File: src/rtl/sad_pkg.sv
// Shared constants and arithmetic helpers for the SAD window accumulator.
package sad_pkg;

    localparam int PIX_W_DEF = 8;
    localparam int WIN_DEF   = 11;
    localparam int SUM_W_DEF = 16;

    // Accumulator width that can never overflow for a full window.
    function automatic int sum_w_min(input int pix_w, input int win);
        return pix_w + $clog2(win * win);
    endfunction

    // Add a and b, clamping at 2^w-1. Bit 64 of the result flags a clamp.
    function automatic logic [64:0] sat_add(input logic [63:0] a,
                                            input logic [63:0] b,
                                            input int          w);
        logic [64:0] s;
        logic [63:0] lim;
        s   = {1'b0, a} + {1'b0, b};
        lim = (w >= 64) ? '1 : ((64'd1 << w) - 64'd1);
        if (s > {1'b0, lim}) begin
            return {1'b1, lim};
        end
        return {1'b0, s[63:0]};
    endfunction

endpackage

File: src/rtl/sad_window_accum_if.sv
// Row input stream, result output stream and min-tracker control.
interface sad_window_accum_if
    import sad_pkg::*;
#(
    parameter int PIX_W = PIX_W_DEF,
    parameter int WIN   = WIN_DEF,
    parameter int SUM_W = SUM_W_DEF
);
    logic                   in_valid;
    logic                   in_ready;
    logic [WIN*PIX_W-1:0]   in_row;
    logic                   in_first;
    logic [SUM_W-1:0]       thresh;
    logic                   out_valid;
    logic                   out_ready;
    logic [SUM_W-1:0]       out_sum;
    logic                   out_below;
    logic                   out_sat;
    logic                   min_clear;
    logic [SUM_W-1:0]       out_min;
    logic                   sync_err;

    // Producer/consumer side
    modport master (
        output in_valid, in_row, in_first, thresh, out_ready, min_clear,
        input  in_ready, out_valid, out_sum, out_below, out_sat, out_min, sync_err
    );

    // Accumulator side
    modport slave (
        input  in_valid, in_row, in_first, thresh, out_ready, min_clear,
        output in_ready, out_valid, out_sum, out_below, out_sat, out_min, sync_err
    );
endinterface

File: src/rtl/sad_row_adder.sv
// Balanced combinational adder tree summing the WIN pixels of one row.
module sad_row_adder #(
    parameter int PIX_W = 8,
    parameter int WIN   = 11,
    localparam int OUT_W = PIX_W + $clog2(WIN)
) (
    input  logic [WIN*PIX_W-1:0] row,
    output logic [OUT_W-1:0]     sum
);
    // Leaves padded to a power of two; heap layout, node[1] is the root.
    localparam int NP = 1 << $clog2(WIN);

    logic [OUT_W-1:0] node [1:2*NP-1];

    genvar gi;
    generate
        for (gi = 0; gi < NP; gi++) begin : g_leaf
            if (gi < WIN) begin : g_pix
                assign node[NP+gi] = OUT_W'(row[gi*PIX_W +: PIX_W]);
            end else begin : g_pad
                assign node[NP+gi] = '0;
            end
        end
        for (gi = 1; gi < NP; gi++) begin : g_tree
            assign node[gi] = node[2*gi] + node[2*gi+1];
        end
    endgenerate

    assign sum = node[1];
endmodule

File: src/rtl/sad_window_accum.sv
// Streaming window sum-of-differences: row adder, row counter, saturating
// accumulator, held output register and running-minimum tracker.
module sad_window_accum
    import sad_pkg::*;
#(
    parameter int PIX_W = PIX_W_DEF,
    parameter int WIN   = WIN_DEF,
    parameter int SUM_W = SUM_W_DEF
) (
    input  logic              clk,
    input  logic              reset,
    sad_window_accum_if.slave bus
);
    localparam int RS_W  = PIX_W + $clog2(WIN);
    localparam int CNT_W = $clog2(WIN);
    localparam logic [CNT_W-1:0] LAST_IDX = CNT_W'(WIN - 1);

    logic [RS_W-1:0]  row_sum;
    logic             accept;
    logic             xfer;
    logic             first_eff;
    logic             last_row;
    logic [CNT_W-1:0] row_idx;
    logic [CNT_W-1:0] row_cnt_q, row_cnt_d;
    logic             s1_valid_q, s1_valid_d;
    logic             s1_first_q, s1_first_d;
    logic             s1_last_q, s1_last_d;
    logic [RS_W-1:0]  s1_sum_q, s1_sum_d;
    logic             sync_err_q, sync_err_d;
    logic [SUM_W-1:0] acc_q, acc_d;
    logic             sat_q, sat_d;
    logic [SUM_W-1:0] acc_base;
    logic [64:0]      add_res;
    logic             unused_add_hi;
    logic             out_valid_q, out_valid_d;
    logic [SUM_W-1:0] out_sum_q, out_sum_d;
    logic             out_below_q, out_below_d;
    logic             out_sat_q, out_sat_d;
    logic [SUM_W-1:0] out_min_q, out_min_d;

    sad_row_adder #(.PIX_W(PIX_W), .WIN(WIN)) u_row_adder (
        .row (bus.in_row),
        .sum (row_sum)
    );

    // A held result blocks new rows; stage 2 can always drain.
    assign bus.in_ready = !(out_valid_q && !bus.out_ready);
    assign accept       = bus.in_valid && bus.in_ready;
    assign xfer         = out_valid_q && bus.out_ready;

    assign bus.out_valid = out_valid_q;
    assign bus.out_sum   = out_sum_q;
    assign bus.out_below = out_below_q;
    assign bus.out_sat   = out_sat_q;
    assign bus.out_min   = out_min_q;
    assign bus.sync_err  = sync_err_q;

    // Row position tracking and stage-1 capture of the row sum and flags.
    always_comb begin
        first_eff  = bus.in_first || (row_cnt_q == '0);
        row_idx    = first_eff ? '0 : row_cnt_q;
        last_row   = (row_idx == LAST_IDX);
        row_cnt_d  = row_cnt_q;
        sync_err_d = 1'b0;
        s1_valid_d = accept;
        s1_sum_d   = s1_sum_q;
        s1_first_d = s1_first_q;
        s1_last_d  = s1_last_q;
        if (accept) begin
            // A mid-window in_first restarts the window on this row.
            row_cnt_d  = last_row ? '0 : row_idx + CNT_W'(1);
            sync_err_d = bus.in_first && (row_cnt_q != '0);
            s1_sum_d   = row_sum;
            s1_first_d = first_eff;
            s1_last_d  = last_row;
        end
    end

    // Stage 2 accumulation, result capture and min tracking.
    always_comb begin
        acc_base    = s1_first_q ? '0 : acc_q;
        add_res     = sat_add(64'(acc_base), 64'(s1_sum_q), SUM_W);
        acc_d       = acc_q;
        sat_d       = sat_q;
        out_valid_d = out_valid_q;
        out_sum_d   = out_sum_q;
        out_below_d = out_below_q;
        out_sat_d   = out_sat_q;
        out_min_d   = out_min_q;
        if (s1_valid_q) begin
            acc_d = add_res[SUM_W-1:0];
            sat_d = add_res[64] | (s1_first_q ? 1'b0 : sat_q);
        end
        if (xfer) begin
            out_valid_d = 1'b0;
        end
        if (s1_valid_q && s1_last_q) begin
            out_valid_d = 1'b1;
            out_sum_d   = acc_d;
            out_sat_d   = sat_d;
            out_below_d = acc_d < bus.thresh;
        end
        if (xfer) begin
            if (bus.min_clear || (out_sum_q < out_min_q)) begin
                out_min_d = out_sum_q;
            end
        end else if (bus.min_clear) begin
            out_min_d = '1;
        end
    end

    assign unused_add_hi = ^add_res[63:SUM_W];

    // Stage-1 and row-counter registers.
    always_ff @(posedge clk) begin
        if (reset) begin
            row_cnt_q  <= '0;
            s1_valid_q <= 1'b0;
            s1_first_q <= 1'b0;
            s1_last_q  <= 1'b0;
            s1_sum_q   <= '0;
            sync_err_q <= 1'b0;
        end else begin
            row_cnt_q  <= row_cnt_d;
            s1_valid_q <= s1_valid_d;
            s1_first_q <= s1_first_d;
            s1_last_q  <= s1_last_d;
            s1_sum_q   <= s1_sum_d;
            sync_err_q <= sync_err_d;
        end
    end

    // Accumulator, output and minimum registers.
    always_ff @(posedge clk) begin
        if (reset) begin
            acc_q       <= '0;
            sat_q       <= 1'b0;
            out_valid_q <= 1'b0;
            out_sum_q   <= '0;
            out_below_q <= 1'b0;
            out_sat_q   <= 1'b0;
            out_min_q   <= '1;
        end else begin
            acc_q       <= acc_d;
            sat_q       <= sat_d;
            out_valid_q <= out_valid_d;
            out_sum_q   <= out_sum_d;
            out_below_q <= out_below_d;
            out_sat_q   <= out_sat_d;
            out_min_q   <= out_min_d;
        end
    end
endmodule

File: src/flat_wrapper.sv
// flat-port wrapper written by rule: the top's interface ports become plain ports
module sad_window_accum_flat import sad_pkg::*;
#(
    parameter int PIX_W = PIX_W_DEF,
    parameter int WIN   = WIN_DEF,
    parameter int SUM_W = SUM_W_DEF
)
  (clk, reset, bus_in_valid, bus_in_row, bus_in_first, bus_thresh, bus_out_ready, bus_min_clear, bus_in_ready, bus_out_valid, bus_out_sum, bus_out_below, bus_out_sat, bus_out_min, bus_sync_err);
  sad_window_accum_if #(.PIX_W(PIX_W), .WIN(WIN), .SUM_W(SUM_W)) bus_i ();
  input  logic clk;
  input  logic reset;
  input wire logic [$bits(bus_i.in_valid)-1:0] bus_in_valid;
  input wire logic [$bits(bus_i.in_row)-1:0] bus_in_row;
  input wire logic [$bits(bus_i.in_first)-1:0] bus_in_first;
  input wire logic [$bits(bus_i.thresh)-1:0] bus_thresh;
  input wire logic [$bits(bus_i.out_ready)-1:0] bus_out_ready;
  input wire logic [$bits(bus_i.min_clear)-1:0] bus_min_clear;
  output wire logic [$bits(bus_i.in_ready)-1:0] bus_in_ready;
  output wire logic [$bits(bus_i.out_valid)-1:0] bus_out_valid;
  output wire logic [$bits(bus_i.out_sum)-1:0] bus_out_sum;
  output wire logic [$bits(bus_i.out_below)-1:0] bus_out_below;
  output wire logic [$bits(bus_i.out_sat)-1:0] bus_out_sat;
  output wire logic [$bits(bus_i.out_min)-1:0] bus_out_min;
  output wire logic [$bits(bus_i.sync_err)-1:0] bus_sync_err;
  assign bus_i.in_valid = bus_in_valid;
  assign bus_i.in_row = bus_in_row;
  assign bus_i.in_first = bus_in_first;
  assign bus_i.thresh = bus_thresh;
  assign bus_i.out_ready = bus_out_ready;
  assign bus_i.min_clear = bus_min_clear;
  assign bus_in_ready = bus_i.in_ready;
  assign bus_out_valid = bus_i.out_valid;
  assign bus_out_sum = bus_i.out_sum;
  assign bus_out_below = bus_i.out_below;
  assign bus_out_sat = bus_i.out_sat;
  assign bus_out_min = bus_i.out_min;
  assign bus_sync_err = bus_i.sync_err;
  sad_window_accum #(.PIX_W(PIX_W), .WIN(WIN), .SUM_W(SUM_W)) u_core (.clk(clk), .reset(reset), .bus(bus_i));
endmodule
File: config.mk
export PLATFORM = sky130hd
export DESIGN_NAME = sad_window_accum_flat
export DESIGN_NICKNAME = d
export VERILOG_FILES = /design/src/rtl/sad_pkg.sv /design/src/rtl/sad_window_accum_if.sv /design/src/rtl/sad_row_adder.sv /design/src/rtl/sad_window_accum.sv /design/src/flat_wrapper.sv
export SDC_FILE = /design/constraint.sdc
export NUM_CORES = 1
export LEC_CHECK = 0
export CORE_MARGIN = 1.5
export CORE_UTILIZATION = 57
export DETAILED_ROUTE_END_ITERATION = 12
export GPL_ROUTABILITY_DRIVEN = 0
export PLACE_DENSITY = 0.88
export SLEW_MARGIN = 20
export SYNTH_ARGS = -nofsm -noshare
export SYNTH_HDL_FRONTEND = slang
export SYNTH_HIERARCHICAL = 1
export SYNTH_SLANG_ARGS = --single-unit
File: constraint.sdc
create_clock -name clk -period 12.5 [get_ports clk]
set_input_delay 1.875 -clock clk [delete_from_list [all_inputs] [get_ports clk]]
set_output_delay 1.875 -clock clk [all_outputs]
set_load 0.03 [all_outputs]
# After elaboration in Yosys (flattened, before gate mapping)
# Cells that the tools add are included.
[word_totals]
reg_bits = 72
wordCells = 61
inputBits = 110
output_inout_bits = 37
[op_classes]
magnitude_cmp = 3
addsub = 12
n_bitwise = 2
reduce_logical = 15
n_mux = 14
n_eq_ne = 2
[op_table]
columns = ["cell", "count"]
rows = [
  ["2-to-1 mux 65 bit", 2],
  ["2-to-1 mux 16 bit", 5],
  ["greater-than comparator 65 x 16 -> 1 bit (second input constant)", 1],
  ["adder 12 bit", 4],
  ["adder 8 x 8 -> 9 bit", 5],
  ["less-than comparator 16 bit", 2],
  ["adder 16 x 12 -> 17 bit", 1],
  ["adder 12 x 8 -> 12 bit", 1],
  ["2-to-1 mux 4 bit", 2],
  ["logical AND 1 bit", 5],
  ["2-to-1 mux 1 bit", 5],
  ["adder 4 x 1 -> 4 bit (second input constant)", 1],
  ["equality test 4 bit (second input constant)", 1],
  ["zero test 4 bit", 1],
  ["nonzero test 2 bit", 2],
  ["nonzero test 4 bit", 1],
  ["zero test 1 bit", 2],
  ["logical OR 1 bit", 2],
  ["!= test 2 bit (second input constant)", 1],
  ["AND reduction 2 bit", 1],
  ["OR reduction 2 bit", 1],
  ["inverter 1 bit", 1],
  ["bitwise OR 1 bit", 1],
]

# Longest topological paths before layout
[depth]
word_depth = 7
ltp_mapped = 21
depth_no_buf = 21

# Modules after synthesis
# Netlist, hierarchy kept.
[by_module_without_submodules]
columns = ["module", "seq_area_each_um2", "instances", "area_each_um2", "cells_per_inst"]
rows = [
  ["sad_window_accum", 1441.4, 1, 4453.0, 551],
  ["sad_row_adder", 0.0, 1, 2802.7, 325],
]

# Worst setup path before layout
# No wires, ideal clock.
[synth_path]
kind = "input to register"
start = "input port bus_in_row[48]"
end = "register u_core.s1_sum_q[11]"
required_ps = 12368
setup_ps = 132
path_stages = 20
path_buffers = 0
arrival_ps = 6155
setup_slack_ps = 6213
cell_sequence = "ha_1 > fa_1 > a21o_1 > a21oi_1 > o21ai_1 > nor2_1 > xnor2_1 > fa_1 > fa_1 > inv_1 > fa_1 > inv_1 > ha_1 > nand3_2 > a21oi_2 > a2111oi_4 > nor3b_1 > or3_1 > nand2_1 > a21oi_1"
[synth_via]
elab_chain_cells = 4
[synth_lines]
columns = ["item", "line_no", "rtl"]
rows = [
  ["start: declaration", "flat_wrapper.sv:13", "input wire logic [$bits(bus_i.in_row)-1:0] bus_in_row;"],
  ["adder 8 x 8 -> 9 bit", "sad_row_adder.sv:25", "assign node[gi] = node[2*gi] + node[2*gi+1];"],
  ["adder 12 bit (3 in series)", "sad_row_adder.sv:25", ""],
  ["net u_core.row_sum[11]", "sad_window_accum.sv:18", "logic [RS_W-1:0] row_sum;"],
  ["end signal: assignment", "sad_window_accum.sv:128", "s1_sum_q <= s1_sum_d;"],
  ["end: declaration", "sad_window_accum.sv:28", "logic [RS_W-1:0] s1_sum_q, s1_sum_d;"],
]
# The timed path passes the listed nets, and every way through them passes these cells.
# A chain may end at the register's enable or synchronous reset.

# Worst setup path in the final report
[layout_path]
start = "input port bus_in_row[16]"
end = "register u_core.s1_sum_q[11]"
# Same word-level chain as after synthesis.

==> results by group <==
Place
  • Count of buffers from port buffering: 146
  • DP Worst Slack: around 5400 ps
  • Detailed-placement wirelength estimate: approximately 14000 µm

CTS
  • Root Driver: sky130_fd_sc_hd__clkbuf_16
  • Count of clock tree sinks: 72
  • # hold bufs at CTS: 0
  • Clock transition at the register clock pins on the worst setup and hold paths after CTS: around 60 ps
  • Clock latency on the worst-skew pair: 340 ps
  • Quantity of gates resized following cts: 0
  • Depth of the CTS H-tree: 3
  • Number of post-CTS setup repair buffers: 0
  • Max Buffers Root-to-Sink: 2
  • Total clock buffers created by CTS: 9
  • TritonCTS clock tree: built

Power
  • P_int: 0.905 mW
  • Power dissipated by switching net loads: 0.708 mW
  • Switching part of the total power: 43.9%
  • Combinational Power Share: 67.8%
  • Proportion of power drawn by the clock network: 16.0%
  • Leakage power total: 4.20 nW
  • Power per unit of standard cell area: 177 nW/µm²
  • Sequential Power Share: 16.2%
  • Maximum ir drop on the vdd rail: 0.225 mV

GRT
  • Global-route wire length before repair: 29200 µm
  • Number of global-route vias before repair: 6320
  • Number of antenna violations at the first check in global routing: 0
  • Pin count of the biggest net entering global routing: 75
  • Overall fraction of global-route tracks in use: 27.0%
  • Total overflow reported by the global router: 0

Die
  • Die Span X: 116 µm
  • Placement row count: 41
  • Placeable Area: 12500 µm²
  • Die height: between 100 and 150 µm
  • Starting density of the core: 58.0%
  • Die area: roughly 13000 µm²
  • I/O pin count: 147

Timing
  • Worst slack on hold paths: around 470 ps
  • Number of hold-slack violations in the final timing report: 0
  • Final min period: between 6000 and 7000 ps
  • Post-route clock skew: between 10 and 15 ps
  • Setup repair after global routing missed its margin: no
  • Final setup viols: 0
  • Maximum frequency from static timing analysis: 0.147 GHz
  • Number of pins with negative max-slew slack in the final report: 0
  • Share of the cycle needed by the critical path after routing: 54.4%
  • Setup total negative slack: 0 ps
  • Worst path setup slack after routing: around 5700 ps
  • Transition time of the tightest slew-check pin: approximately 1100 ps
  • Slew HR: 25.2%

Synthesis
  • Share of the synthesized area in the top cell type: 19.9%
  • Sequential element share of the synthesized area: 19.9%
  • Net count of the mapped netlist: 1122
  • Top FF cell, synth: sky130_fd_sc_hd__dfxtp_1
  • Number of enable flip-flop cells after synthesis: 0
  • Post-Syn Instances: just under 900
  • Share of async-settable or async-resettable flops after synthesis: 0%
  • Post-Syn Area: roughly 7300 µm²
  • Post-synthesis area per instance: a little over 8 µm²
  • Count of warnings emitted by yosys: 6
  • Area leader, netlist: sky130_fd_sc_hd__dfxtp_1
  • Number of synthesized register bits: about 70
  • Distinct cell type count after synthesis: 67
  • Most area-consuming cells after synthesis: sky130_fd_sc_hd__dfxtp_1 (20%), sky130_fd_sc_hd__ha_1 (16%), sky130_fd_sc_hd__fa_1 (11%)

Drt
  • Residual DRC: 0
  • Avg Vias per Cell: 5.66
  • Met3 WL: 979 µm
  • Routed length on met1: 7800 µm
  • Number of design-rule violations left by the first detailed-router iteration: 540
  • Wire length per cell after detailed routing: around 15 µm
  • Post-route ant nets: 0
  • Detailed-router iteration count before antenna repair: 6
  • Met2 Routed Length: 8430 µm
  • Top routing layer in use: met4
  • Vias post-DR: 6722
  • Final routed wirelength across all metal layers: 17700 µm

Worst hold path
  • Launch point of the worst hold path: u_core/s1_sum_q[7]$_SDFFE_PP0P_
  • Class of the tightest hold or removal check: register to register

Final layout
  • Combined area of the multi-input logic cells: 5280 µm²
  • Fill cell count: 950
  • Net count of the finished layout: 1257
  • Antenna diode instance count: 0
  • FF+latch area: 1440 µm²
  • Area growth from synthesis to layout: 25.4%
  • Proportion of layout cells with a drive suffix above 1: just over 4%
  • Leading cell type in the layout, fill and taps excluded: sky130_fd_sc_hd__clkdlybuf4s50_1
  • Commonest cells after routing, fill and taps aside: sky130_fd_sc_hd__clkdlybuf4s50_1 (145), sky130_fd_sc_hd__nor2_1 (108), sky130_fd_sc_hd__inv_1 (99)

Setup path
  • Crit path launch: bus_in_row[16]
  • Timing endpoint of the critical path: u_core/s1_sum_q[11]$_SDFFE_PP0P_
  • Minimum setup slack among reg-to-reg paths: 8040 ps
  • Data arrival, critical path: roughly 7000 ps
  • R2r startpoint: u_core/s1_first_q$_SDFFE_PP0P_
  • Nature of the critical path startpoint: primary input
  • CP Data Required Time: 12680 ps
  • Critical path start-end classification: primary input to register
  • Nature of the critical path endpoint: register
  • Largest fanout of any net on the critical path: 6
  • Worst reg2reg path endpoint: u_core/bus.out_below$_SDFFE_PP0P_
  • Depth of the worst register-to-register path: 15

Run status
  • Status: completed

Flow run
  • Number of max-capacitance violations reported: 0
## metrics by stage
step / util [%] / instance area, µm² / total power, mW / cells
global route: 72.7 / 9100 / 1.75 / 1188
detailed placement: 70.3 / 8800 / 1.35 / 1172
CTS: 72.7 / 9100 / 1.61 / 1188
finish: 72.7 / 9100 / 1.61 / 1188
floorplan: - / 7260 / 1.13 / 876
global placement: 70.3 / 8800 / 1.31 / 1172
## layer usage
metal | vias up | track usage, %
met1 | 3149 | 34.6
met3 | 41 | 4.03
li1 | 3300 | -
met2 | 232 | 46.5
met4 | 0 | 9.35
met5 | - | 0
## state kept, by name, summed over array words and instances (netlist names)
signal / count
u_core/bus.out_min: 16
u_core/row_cnt_q: 4
u_core/bus.sync_err: 1
u_core/s1_valid_q: 1
u_core/s1_last_q: 1
u_core/s1_first_q: 1
u_core/bus.out_below: 1
u_core/s1_sum_q: 12
u_core/bus.out_sum: 16
u_core/bus.out_sat: 1
u_core/bus.out_valid: 1
u_core/acc_q: 16
u_core/sat_q: 1
## synth_stat cells (4+ instances only)
library cell,count
sky130_fd_sc_hd__ha_1,95
sky130_fd_sc_hd__mux2i_1,18
sky130_fd_sc_hd__clkbuf_1,18
sky130_fd_sc_hd__nand2b_1,9
sky130_fd_sc_hd__o21ai_0,23
sky130_fd_sc_hd__nor2b_1,22
sky130_fd_sc_hd__o21ai_1,6
sky130_fd_sc_hd__xnor2_1,28
sky130_fd_sc_hd__nand3_1,15
sky130_fd_sc_hd__nor2_1,108
sky130_fd_sc_hd__or3_1,4
sky130_fd_sc_hd__and2_1,4
sky130_fd_sc_hd__a21oi_1,68
sky130_fd_sc_hd__xor2_1,19
sky130_fd_sc_hd__and3_1,4
sky130_fd_sc_hd__dfxtp_1,72
sky130_fd_sc_hd__a211oi_1,30
sky130_fd_sc_hd__clkbuf_8,4
sky130_fd_sc_hd__a31oi_1,9
sky130_fd_sc_hd__o21bai_1,7
sky130_fd_sc_hd__nor3_1,17
sky130_fd_sc_hd__fa_1,41
sky130_fd_sc_hd__o41ai_1,4
sky130_fd_sc_hd__o21a_1,5
sky130_fd_sc_hd__o211ai_1,7
sky130_fd_sc_hd__nor4_1,4
sky130_fd_sc_hd__nand2_1,62
sky130_fd_sc_hd__nand4_1,9
sky130_fd_sc_hd__a21o_1,13
sky130_fd_sc_hd__inv_1,99
## critical path: stages
cell	delay, ps
sky130_fd_sc_hd__clkdlybuf4s50_1	400
sky130_fd_sc_hd__ha_1	230
sky130_fd_sc_hd__fa_1	420
sky130_fd_sc_hd__a21o_1	200
sky130_fd_sc_hd__a21oi_1	270
sky130_fd_sc_hd__o21ai_1	150
sky130_fd_sc_hd__nor2_1	130
sky130_fd_sc_hd__xnor2_1	140
sky130_fd_sc_hd__fa_1	490
sky130_fd_sc_hd__fa_1	550
sky130_fd_sc_hd__inv_1	50
sky130_fd_sc_hd__fa_1	530
sky130_fd_sc_hd__inv_1	40
sky130_fd_sc_hd__ha_1	390
sky130_fd_sc_hd__and3_1	260
sky130_fd_sc_hd__a2111oi_4	290
sky130_fd_sc_hd__nor3b_1	80
sky130_fd_sc_hd__or3_1	350
sky130_fd_sc_hd__nand2_1	70
sky130_fd_sc_hd__a21oi_1	60
## cell families after synthesis
group,Yosys count,synth area share [%]
xor+xnor,47,5.67
mux,18,2.48
simple gates,277,18.1
buf+inv,125,7.43
fa+ha+maj,136,27.7
compound gates,201,18.7
flops,72,19.9
## area by class of cell
cell class,count,share of cell area [%]
clock buffers,10,2.52
clock inverters,6,0.770
inverters,100,4.28
multi-input cells,679,58.0
flip-flops and latches,72,15.8
well taps,172,2.37
repair buffers,149,16.3
## power groups by stage
| stage | clock network (mW) | logic [mW] | registers, mW |
|---|---|---|---|
| 3_3_place_gp | 0 | 1.04 | 0.265 |
| 2_1_floorplan | 0 | 0.871 | 0.261 |
| 5_1_grt | 0.267 | 1.22 | 0.263 |
| 4_1_cts | 0.257 | 1.09 | 0.261 |
| 3_5_place_dp | 0 | 1.08 | 0.266 |
| 6_report | 0.258 | 1.09 | 0.261 |
## worst min-delay path by stage
stage | endpoint | slack (ps) | depth (start not counted)
finish | u_core/s1_sum_q[7]$_SDFFE_PP0P_ | 470 | 2
global placement | u_core/s1_sum_q[3]$_SDFFE_PP0P_ | 450 | 2
CTS | u_core/s1_sum_q[7]$_SDFFE_PP0P_ | 470 | 2
global route | u_core/s1_sum_q[3]$_SDFFE_PP0P_ | 490 | 2
floorplan | u_core/s1_sum_q[0]$_SDFFE_PP0P_ | 440 | 2
detailed placement | u_core/s1_sum_q[7]$_SDFFE_PP0P_ | 460 | 2
Note: power is estimated with default switching activity, not from simulation.
